===== src/rtl/cluster_seq_pkg.sv =====
// Package: cluster_seq_pkg
// Shared types and helpers for the cluster sequencer.
//   seq_state_t      - sequencer FSM states
//   DEF_NUM_CLUSTERS - default number of clusters swept
//   DEF_SEED_STRIDE  - default seed offset between consecutive clusters
//   ID_W             - width of a cluster index (result_id)
//   cluster_seed()   - seed presented to cluster idx, modulo 256
package cluster_seq_pkg;

    typedef enum logic [1:0] {
        IDLE = 2'd0,
        LOAD = 2'd1,
        RUN  = 2'd2,
        OUT  = 2'd3
    } seq_state_t;

    localparam int DEF_NUM_CLUSTERS = 4;
    localparam int DEF_SEED_STRIDE  = 16;
    localparam int ID_W             = 2;

    // Only the low byte of the product matters because the seed wraps at 256.
    function automatic logic [7:0] cluster_seed(input logic [7:0]      base,
                                                input logic [ID_W-1:0] idx,
                                                input int              stride);
        int prod;
        prod = stride * int'(idx);
        return base + prod[7:0];
    endfunction

endpackage


===== src/rtl/cluster_sequencer_if.sv =====
// Interface: cluster_sequencer_if
// Valid/ready result channel carrying one captured cluster output.
//   result       - captured 8-bit cluster output
//   result_id    - index of the cluster that produced result
//   result_valid - result/result_id are meaningful
//   result_ready - consumer accepts the result this cycle
// Modports: master (sequencer side), slave (consumer side).
interface cluster_sequencer_if;
    import cluster_seq_pkg::*;

    logic [7:0]      result;
    logic [ID_W-1:0] result_id;
    logic            result_valid;
    logic            result_ready;

    modport master (
        output result,
        output result_id,
        output result_valid,
        input  result_ready
    );

    modport slave (
        input  result,
        input  result_id,
        input  result_valid,
        output result_ready
    );

endinterface


===== src/rtl/cluster_rr_pick.sv =====
// Module: cluster_rr_pick
// Combinational upward search for the next enabled cluster.
//   mask     - cluster enable mask
//   cur      - current index, signed; -1 requests the first enabled cluster
//   next_idx - lowest set index strictly above cur (0 when none)
//   found    - a higher set index exists
module cluster_rr_pick
    import cluster_seq_pkg::*;
#(
    parameter int NUM_CLUSTERS = DEF_NUM_CLUSTERS
) (
    input  logic [NUM_CLUSTERS-1:0] mask,
    input  logic signed [ID_W:0]    cur,
    output logic [ID_W-1:0]         next_idx,
    output logic                    found
);

    // The search never wraps: a sweep visits each enabled cluster once, upward.
    always_comb begin
        next_idx = '0;
        found    = 1'b0;
        for (int i = 0; i < NUM_CLUSTERS; i++) begin
            if (!found && mask[i] && (i > int'(cur))) begin
                next_idx = ID_W'(i);
                found    = 1'b1;
            end
        end
    end

endmodule


===== src/rtl/cluster_sequencer.sv =====
// Module: cluster_sequencer
// Sweeps the enabled clusters one at a time: loads a per-cluster seed while
// the cluster is held in reset, releases it for RUN_CYCLES cycles, captures its
// 8-bit output and returns it on a valid/ready result channel.
// Optional feature macro: CLUSTER_SEQ_CHECKSUM_EN (XOR checksum of the sweep).
// Ports:
//   clk, rst_n   - clock, synchronous active-low reset
//   start        - sweep request, honoured only in IDLE
//   seed, mask   - global seed and cluster enable mask, latched on start
//   cl_data      - flattened cluster outputs, cluster i at [8i+7:8i]
//   cl_rst_n     - per-cluster active-low reset/gate
//   cl_seed      - seed presented to the clusters
//   busy, done   - sweep in progress / one-cycle end-of-sweep pulse
//   checksum     - XOR of all results of the sweep (0 when feature disabled)
//   res          - result channel (master side)
module cluster_sequencer
    import cluster_seq_pkg::*;
#(
    parameter int NUM_CLUSTERS = DEF_NUM_CLUSTERS,
    parameter int RUN_CYCLES   = 16,
    parameter int SEED_STRIDE  = DEF_SEED_STRIDE
) (
    input  logic                      clk,
    input  logic                      rst_n,
    input  logic                      start,
    input  logic [7:0]                seed,
    input  logic [NUM_CLUSTERS-1:0]   mask,
    input  logic [8*NUM_CLUSTERS-1:0] cl_data,
    output logic [NUM_CLUSTERS-1:0]   cl_rst_n,
    output logic [7:0]                cl_seed,
    output logic                      busy,
    output logic                      done,
    output logic [7:0]                checksum,
    cluster_sequencer_if.master       res
);

    localparam int CNT_W = (RUN_CYCLES > 1) ? $clog2(RUN_CYCLES) : 1;

    seq_state_t              state;
    logic [NUM_CLUSTERS-1:0] mask_q;
    logic [7:0]              seed_q;
    logic [ID_W-1:0]         sel;
    logic [CNT_W-1:0]        cnt;
    logic                    last_run;

    logic [7:0]              cl_word [NUM_CLUSTERS];
    logic [ID_W-1:0]         first_idx;
    logic                    first_found;
    logic [ID_W-1:0]         next_idx;
    logic                    next_found;

    for (genvar g = 0; g < NUM_CLUSTERS; g++) begin : g_word
        assign cl_word[g] = cl_data[8*g +: 8];
    end

    // First pick looks at the live mask input so LOAD can start right after
    // the accepting edge, before mask_q is visible.
    cluster_rr_pick #(.NUM_CLUSTERS(NUM_CLUSTERS)) u_first_pick (
        .mask     (mask),
        .cur      ({(ID_W+1){1'b1}}),
        .next_idx (first_idx),
        .found    (first_found)
    );

    cluster_rr_pick #(.NUM_CLUSTERS(NUM_CLUSTERS)) u_next_pick (
        .mask     (mask_q),
        .cur      ({1'b0, sel}),
        .next_idx (next_idx),
        .found    (next_found)
    );

    assign last_run = (cnt == CNT_W'(RUN_CYCLES - 1));

    // Outputs are registered, so each transition writes the values that the
    // destination state presents (cl_seed for LOAD, the one-hot gate for RUN).
    always_ff @(posedge clk) begin
        if (!rst_n) begin
            state            <= IDLE;
            mask_q           <= '0;
            seed_q           <= '0;
            sel              <= '0;
            cnt              <= '0;
            cl_rst_n         <= '0;
            cl_seed          <= '0;
            busy             <= 1'b0;
            done             <= 1'b0;
            res.result       <= '0;
            res.result_id    <= '0;
            res.result_valid <= 1'b0;
        end else begin
            done <= 1'b0;
            case (state)
                IDLE: begin
                    if (start) begin
                        seed_q <= seed;
                        mask_q <= mask;
                        if (first_found) begin
                            sel     <= first_idx;
                            cl_seed <= cluster_seed(seed, first_idx, SEED_STRIDE);
                            busy    <= 1'b1;
                            state   <= LOAD;
                        end else begin
                            done <= 1'b1;
                        end
                    end
                end
                LOAD: begin
                    cl_rst_n <= NUM_CLUSTERS'(1) << sel;
                    cnt      <= '0;
                    state    <= RUN;
                end
                RUN: begin
                    if (last_run) begin
                        res.result       <= cl_word[sel];
                        res.result_id    <= sel;
                        res.result_valid <= 1'b1;
                        cl_rst_n         <= '0;
                        state            <= OUT;
                    end else begin
                        cnt <= cnt + CNT_W'(1);
                    end
                end
                OUT: begin
                    if (res.result_ready) begin
                        res.result_valid <= 1'b0;
                        if (next_found) begin
                            sel     <= next_idx;
                            cl_seed <= cluster_seed(seed_q, next_idx, SEED_STRIDE);
                            state   <= LOAD;
                        end else begin
                            busy  <= 1'b0;
                            done  <= 1'b1;
                            state <= IDLE;
                        end
                    end
                end
                default: state <= IDLE;
            endcase
        end
    end

`ifdef CLUSTER_SEQ_CHECKSUM_EN
    logic [7:0] checksum_q;

    // Accumulates at capture time, so the value is final by the time done pulses.
    always_ff @(posedge clk) begin
        if (!rst_n) begin
            checksum_q <= '0;
        end else if (state == IDLE && start) begin
            checksum_q <= '0;
        end else if (state == RUN && last_run) begin
            checksum_q <= checksum_q ^ cl_word[sel];
        end
    end

    assign checksum = checksum_q;
`else
    assign checksum = 8'h00;
`endif

endmodule


===== src/flat_wrapper.sv =====
// flat-port wrapper written by rule: the top's interface ports become plain ports
module cluster_sequencer_flat import cluster_seq_pkg::*;
#(
    parameter int NUM_CLUSTERS = DEF_NUM_CLUSTERS,
    parameter int RUN_CYCLES   = 16,
    parameter int SEED_STRIDE  = DEF_SEED_STRIDE
)
  (clk, rst_n, start, seed, mask, cl_data, cl_rst_n, cl_seed, busy, done, checksum, res_result, res_result_id, res_result_valid, res_result_ready);
  cluster_sequencer_if res_i ();
  input  logic clk;
  input  logic rst_n;
  input  logic start;
  input  logic [7:0] seed;
  input  logic [NUM_CLUSTERS-1:0] mask;
  input  logic [8*NUM_CLUSTERS-1:0] cl_data;
  output logic [NUM_CLUSTERS-1:0] cl_rst_n;
  output logic [7:0] cl_seed;
  output logic busy;
  output logic done;
  output logic [7:0] checksum;
  output wire logic [$bits(res_i.result)-1:0] res_result;
  output wire logic [$bits(res_i.result_id)-1:0] res_result_id;
  output wire logic [$bits(res_i.result_valid)-1:0] res_result_valid;
  input wire logic [$bits(res_i.result_ready)-1:0] res_result_ready;
  assign res_result = res_i.result;
  assign res_result_id = res_i.result_id;
  assign res_result_valid = res_i.result_valid;
  assign res_i.result_ready = res_result_ready;
  cluster_sequencer #(.NUM_CLUSTERS(NUM_CLUSTERS), .RUN_CYCLES(RUN_CYCLES), .SEED_STRIDE(SEED_STRIDE)) u_core (.clk(clk), .rst_n(rst_n), .start(start), .seed(seed), .mask(mask), .cl_data(cl_data), .cl_rst_n(cl_rst_n), .cl_seed(cl_seed), .busy(busy), .done(done), .checksum(checksum), .res(res_i));
endmodule

===== config.mk =====
export PLATFORM = sky130hd
export DESIGN_NAME = cluster_sequencer_flat
export DESIGN_NICKNAME = d
export VERILOG_FILES = /design/src/rtl/cluster_seq_pkg.sv /design/src/rtl/cluster_sequencer_if.sv /design/src/rtl/cluster_rr_pick.sv /design/src/rtl/cluster_sequencer.sv /design/src/flat_wrapper.sv
export SDC_FILE = /design/constraint.sdc
export NUM_CORES = 1
export LEC_CHECK = 0
export ABC_AREA = 0
export BUFFER_PORTS_ARGS = -buffer_cell sky130_fd_sc_hd__buf_4
export CAP_MARGIN = 20
export CORE_ASPECT_RATIO = 2
export CORE_MARGIN = 3
export CORE_UTILIZATION = 51
export DETAILED_ROUTE_END_ITERATION = 12
export GPL_TIMING_DRIVEN = 0
export PLACE_DENSITY = 0.91
export SLEW_MARGIN = 20
export SYNTH_ARGS = -nofsm -noshare
export SYNTH_HDL_FRONTEND = slang
export SYNTH_SLANG_ARGS = --single-unit

===== constraint.sdc =====
create_clock -name clk -period 2.6 [get_ports clk]
set_input_delay 0.26 -clock clk [delete_from_list [all_inputs] [get_ports clk]]
set_output_delay 0.26 -clock clk [all_outputs]
set_load 0.02 [all_outputs]

# Word-level counts from Yosys, hierarchy flattened
# Cells that the tools add are included.
# classes
mux	50
n_lt_le_gt_ge	5
shift	1
eq_ne	11
n_reduce_logical	28
bitwise	1
multipliers	0
addsub	3
div_mod_pow	0
# op_table
cell	n
two-way mux 8 bit	6
two-way mux 2 bit	12
two-way mux 1 bit	21
adder 8 x 6 -> 8 bit	2
binary-select mux 8 bit (select 2 bit)	1
case mux 4 bit (2 select lines)	2
case mux 8 bit (2 select lines)	1
logical AND 1 bit	10
AND reduction 5 bit	2
two-way mux 4 bit	2
!= test 2 bit (second input constant)	4
case mux 2 bit (4 select lines)	1
AND reduction 2 bit	4
logical NOT 1 bit	6
!= test 2 x 1 -> 1 bit (second input constant)	3
case mux 1 bit (2 select lines)	3
nonzero test 2 bit	3
adder 4 x 1 -> 4 bit (second input constant)	1
equality test 2 bit (second input constant)	2
equality test 4 bit (second input constant)	1
greater-than comparator 1 x 2 -> 1 bit (first input constant)	2
greater-than comparator 2 bit (first input constant)	2
case mux 2 bit (2 select lines)	1
AND reduction 4 bit	1
other kinds (6)	6
# word_totals
latchBits	0
out_inout_bits	33
reg_bits	45
romBits	0
mem_count	0
ram_bits	0

# Depth between registers and ports, before layout
# logic_depth
depth_word	19
depth_mapped	11
depth_no_buf	10

# Modules after synthesis
# A second synthesis with hierarchy kept.
# hier_totals
hier_cells	310
area_unflattened_um2	2773.9
# modules_own_cells
mod	cells_each	n_inst	area_per_inst_um2
cluster_sequencer	270	1	2506.2
cluster_rr_pick	20	2	133.9

# Worst setup path before layout
# Ideal clock, no wire load.
# synth_path
path_kind	register to register
start	reg u_core.sel[0]
end	reg u_core.cl_seed[7]
stages_incl_launch_ff	11
slack_ns	0.377
required_ns	2.477
arrival_ns	2.101
cell_sequence	dfxtp_1 -> clkbuf_1 -> buf_2 -> nor2_1 -> a221oi_1 -> ha_1 -> a21o_1 -> nand2_1 -> xnor2_1 -> mux2i_1 -> o22ai_2
# synth_between
elab_chain_cells	19
# synth_rtl
item	line	source
from (decl)	cluster_sequencer.sv:42	logic [ID_W-1:0] sel;
from (signal assigned)	cluster_sequencer.sv:98	sel <= first_idx;
from (signal assigned)	cluster_sequencer.sv:127	sel <= next_idx;
greater-than comparator 1 x 2 -> 1 bit	cluster_rr_pick.sv:23	if (!found && mask[i] && (i > int'(cur))) begin
logical AND 1 bit	cluster_rr_pick.sv:23	
two-way mux 1 bit	cluster_rr_pick.sv:23	
logical NOT 1 bit	cluster_rr_pick.sv:23	
logical AND 1 bit (2 in a row)	cluster_rr_pick.sv:23	
two-way mux 1 bit	cluster_rr_pick.sv:23	
logical NOT 1 bit	cluster_rr_pick.sv:23	
logical AND 1 bit (2 in a row)	cluster_rr_pick.sv:23	
two-way mux 1 bit	cluster_rr_pick.sv:23	
logical NOT 1 bit	cluster_rr_pick.sv:23	
logical AND 1 bit (2 in a row)	cluster_rr_pick.sv:23	
two-way mux 2 bit	cluster_rr_pick.sv:23	
adder 8 x 6 -> 8 bit	cluster_seq_pkg.sv:27	return base + prod[7:0];
two-way mux 8 bit	cluster_sequencer.sv:126	if (next_found) begin
two-way mux 8 bit	cluster_sequencer.sv:124	if (res.result_ready) begin
case mux 8 bit (2 select lines)	cluster_sequencer.sv:92	case (state)
to (signal assigned)	cluster_sequencer.sv:99	cl_seed <= cluster_seed(seed, first_idx, SEED_STRIDE);
to (signal assigned)	cluster_sequencer.sv:128	cl_seed <= cluster_seed(seed_q, next_idx, SEED_STRIDE);
to (decl)	cluster_sequencer.sv:30	output logic [7:0] cl_seed,
# Several ways; a longest one is shown, not always the timed one. The select of a mux whose other input is x is not followed.
# A chain may end at the register's enable or synchronous reset.

# Worst setup path after layout
# Ends and elaborated chain as after synthesis.

==> metrics <==
Final min period between 2 and 2.5 ns; CP arrival 2.63 ns; final WL ~6200 um; register area between 800 and 900 sq um; nets 414; clock-pin slew on the worst setup and hold paths 0.08 ns; filler cell count 399; initial antenna violation count 0; Antenna Diode Count 0; gpl congestion around 0.90; vias in the first global route 2151; Critical Path End Type flop; Non-Filler Instances 410; post-synthesis cell area around 2500 sq um; post-CTS sizing 1; # IOs slightly above 80; max_cap viols 0; Vias 2238; worst-margin pin slew 0.681 ns; Rows 35; max incr delay on CP 0.36 ns; final setup fails 0; CP Launch Type flop; clk buf depth 2; sequential fraction of the synthesis area 35.9%; buffer and inverter count on the worst path 2; chip height 104 um; RSZ-0062 raised after global routing no; hold_buf cts 0; Inserted Clock Buffers 5; Avg Inst Size Synth 9.08 sq um; core outline area 4640 sq um; Leakage Power 0.00140 uW; WP data required about 2.8 ns; Root Buffer Master clkbuf_8; Layout Skew 0.00545 ns; CTS H-tree depth 2; Hold Fails Final Rpt 0; area grow syn2layout 29.1%; delay-heaviest family, CP compound AO/OA/AOI/OAI gates; Hold/Removal Path Class input pin to flop; FMAX 0.416 GHz; initial DRC count 67; synthesized instance count 270; layout cell share with drive strength beyond 1 29.0%; largest net degree at the start of global routing 13; DR pass1 iterations 4; mean routed wirelength per cell 15.1 um; multi-input logic area 1420 sq um; placed inst area 3080 sq um; hpwl dp around 4800 um; first-pass GRT wire length 9770 um; dpl cells 403; CTS sink count 44; post-CTS setup repair buffer count 0; die width 55.0 um; global route total overflow 0; via-per-instance ratio 5.46; IO Port Bufs 71; Tot GR Track Use between 20% and 30%; kind of critical path flop to flop; Slew Viols, Final 0; Final Util between 60% and 70%; top-area cell type share of the netlist area 35.9%; CTS tree done; Ys Warns 0; worst-path cell chain clkbuf_1 > clkbuf_4 > nor2_1 > a221oi_2 > ha_1 > a21o_1 > nand2_1 > xnor2_1 > mux2i_1 > o22ai_2; leading area contributor after synthesis dfxtp_1; post-synthesis register bit count 44; Skew-Pair Late Insertion Delay 0.30 ns; relative slew slack 54.6%; design area 3170 sq um; fin crit share 92.3%; status finished clean; initial cell density of the core a little over half; Worst path slowest cell a221oi_2; Synth area leaders dfxtp_1 (36%), nand2_1 (8.6%), a21boi_0 (7.3%); VDD IR max 634 uV; power per cell area 816 nW/um^2; Yosys cell types 44; maximum fanout along the worst path 10; die area 5730 sq um; Post-DRT Antenna Nets 0; post-route DRC violation count 0
-- final cells by class --
cell class                      count  share of cell area [%]
Tap cell                           55                    2.17
Buffer                             25                    4.54
Sequential cell                    44                    27.8
Inverter                           11                    1.30
Clock inverter                      1                   0.158
Timing Repair Buffer               71                    16.8
Multi-Input combinational cell    197                    44.9
Clock buffer                        6                    2.29
-- metrics by stage --
step                      setup WS (ns)  total power (uW)  setup TNS [ns]  hold WS, ns
after CTS                         0.141              2600               0        0.223
final                             0.199              2590               0        0.228
after global placement            0.116              2130               0        0.450
after floorplan                   0.377              1790               0        0.405
after global routing             0.0226              2760               0        0.228
after detailed placement       -0.00389              2180        -0.00389        0.457
-- worst register-to-register path, stage by stage (launching register included) --
cell,delay [ns]
dfxtp_1,0.31
clkbuf_1,0.31
clkbuf_4,0.34
nor2_1,0.08
a221oi_2,0.36
ha_1,0.31
a21o_1,0.17
nand2_1,0.08
xnor2_1,0.12
mux2i_1,0.10
o22ai_2,0.16
-- worst paths after layout --
path                            slack [ns]                                    to                            startpoint  cells past startpoint
worst max-delay path                  0.20        u_core.cl_seed[7]$_SDFFE_PN0P_            u_core.sel[0]$_SDFFE_PN0P_                     10
worst min-delay path                  0.23         u_core.seed_q[2]$_SDFFE_PN0P_                               seed[2]                      3
worst max register to register        0.20        u_core.cl_seed[7]$_SDFFE_PN0P_            u_core.sel[0]$_SDFFE_PN0P_                     10
worst min register to register        0.46  u_core.res.result_id[1]$_SDFFE_PN0P_  u_core.res.result_id[1]$_SDFFE_PN0P_                      2
-- flip-flops by register name, summed over array words and instances, names as in the netlist --
signal / count
u_core.mask_q: 3
u_core.done: 1
u_core.sel: 2
u_core.busy: 1
u_core.res.result: 8
u_core.seed_q: 8
u_core.cl_rst_n: 4
u_core.state: 2
u_core.res.result_valid: 1
u_core.res.result_id: 2
u_core.cnt: 4
u_core.cl_seed: 8
-- synthesized netlist by cell type, drive strengths merged --
cell type	n
a211oi	1
a21boi	25
a21o	2
a21oi	3
a221oi	2
a22oi	2
a311oi	1
a31oi	1
a32oi	1
and2	2
buf	12
clkbuf	13
conb	1
dfxtp	44
fa	2
ha	9
inv	11
mux2i	11
mux4	8
nand2	57
nand2b	2
nand3	9
nand4	2
nor2	7
nor2b	7
nor3	4
nor3b	1
nor4	1
o2111ai	1
o211a	7
o211ai	2
o21a	3
o21ai	6
o22ai	1
o31a	2
o31ai	2
or3	1
xnor2	3
xor2	1
-- report_power, final --
part | internal [uW] | switching, uW
Sequential | 806 | 92.3
Clock | 183 | 225
Combinational | 562 | 716
-- routing by layer --
layer	global-route usage, %	vias up	wire [um]
li1	-	1089	-
met1	23.9	1059	2120
met2	41.9	77	3560
met3	3.73	13	379
met4	8.00	0	150
met5	0	-	0
-- cell families (layout without fill, tap and decap cells) --
logic type | after synthesis | in the layout | synth area share [%]
mux | 19 | 19 | 11.8
compound gates | 62 | 62 | 20.0
fa+ha+maj | 11 | 11 | 6.22
other cells | 1 | 8 | 0.153
xor+xnor | 4 | 4 | 1.43
simple gates | 93 | 93 | 17.0
flops | 44 | 44 | 35.9
buf+inv | 36 | 114 | 7.45
-- placed cells by master (no fill, tap or decap), types with 4 or more instances in the layout --
master    netlist  final
mux2i_1        11     11
buf_4           8     79
mux4_2          8      8
clkbuf_8        0      5
dfxtp_1        44     44
nand3_1         9      9
nor2b_1         7      7
ha_1            9      9
a21boi_0       24     24
nand2_1        56     56
nor3_1          4      4
conb_1          1      8
nor2_1          6      6
o21ai_0         6      6
inv_1          11     11
clkbuf_1       13     14
o211a_1         7      7
(Power assumes the default switching activity.)
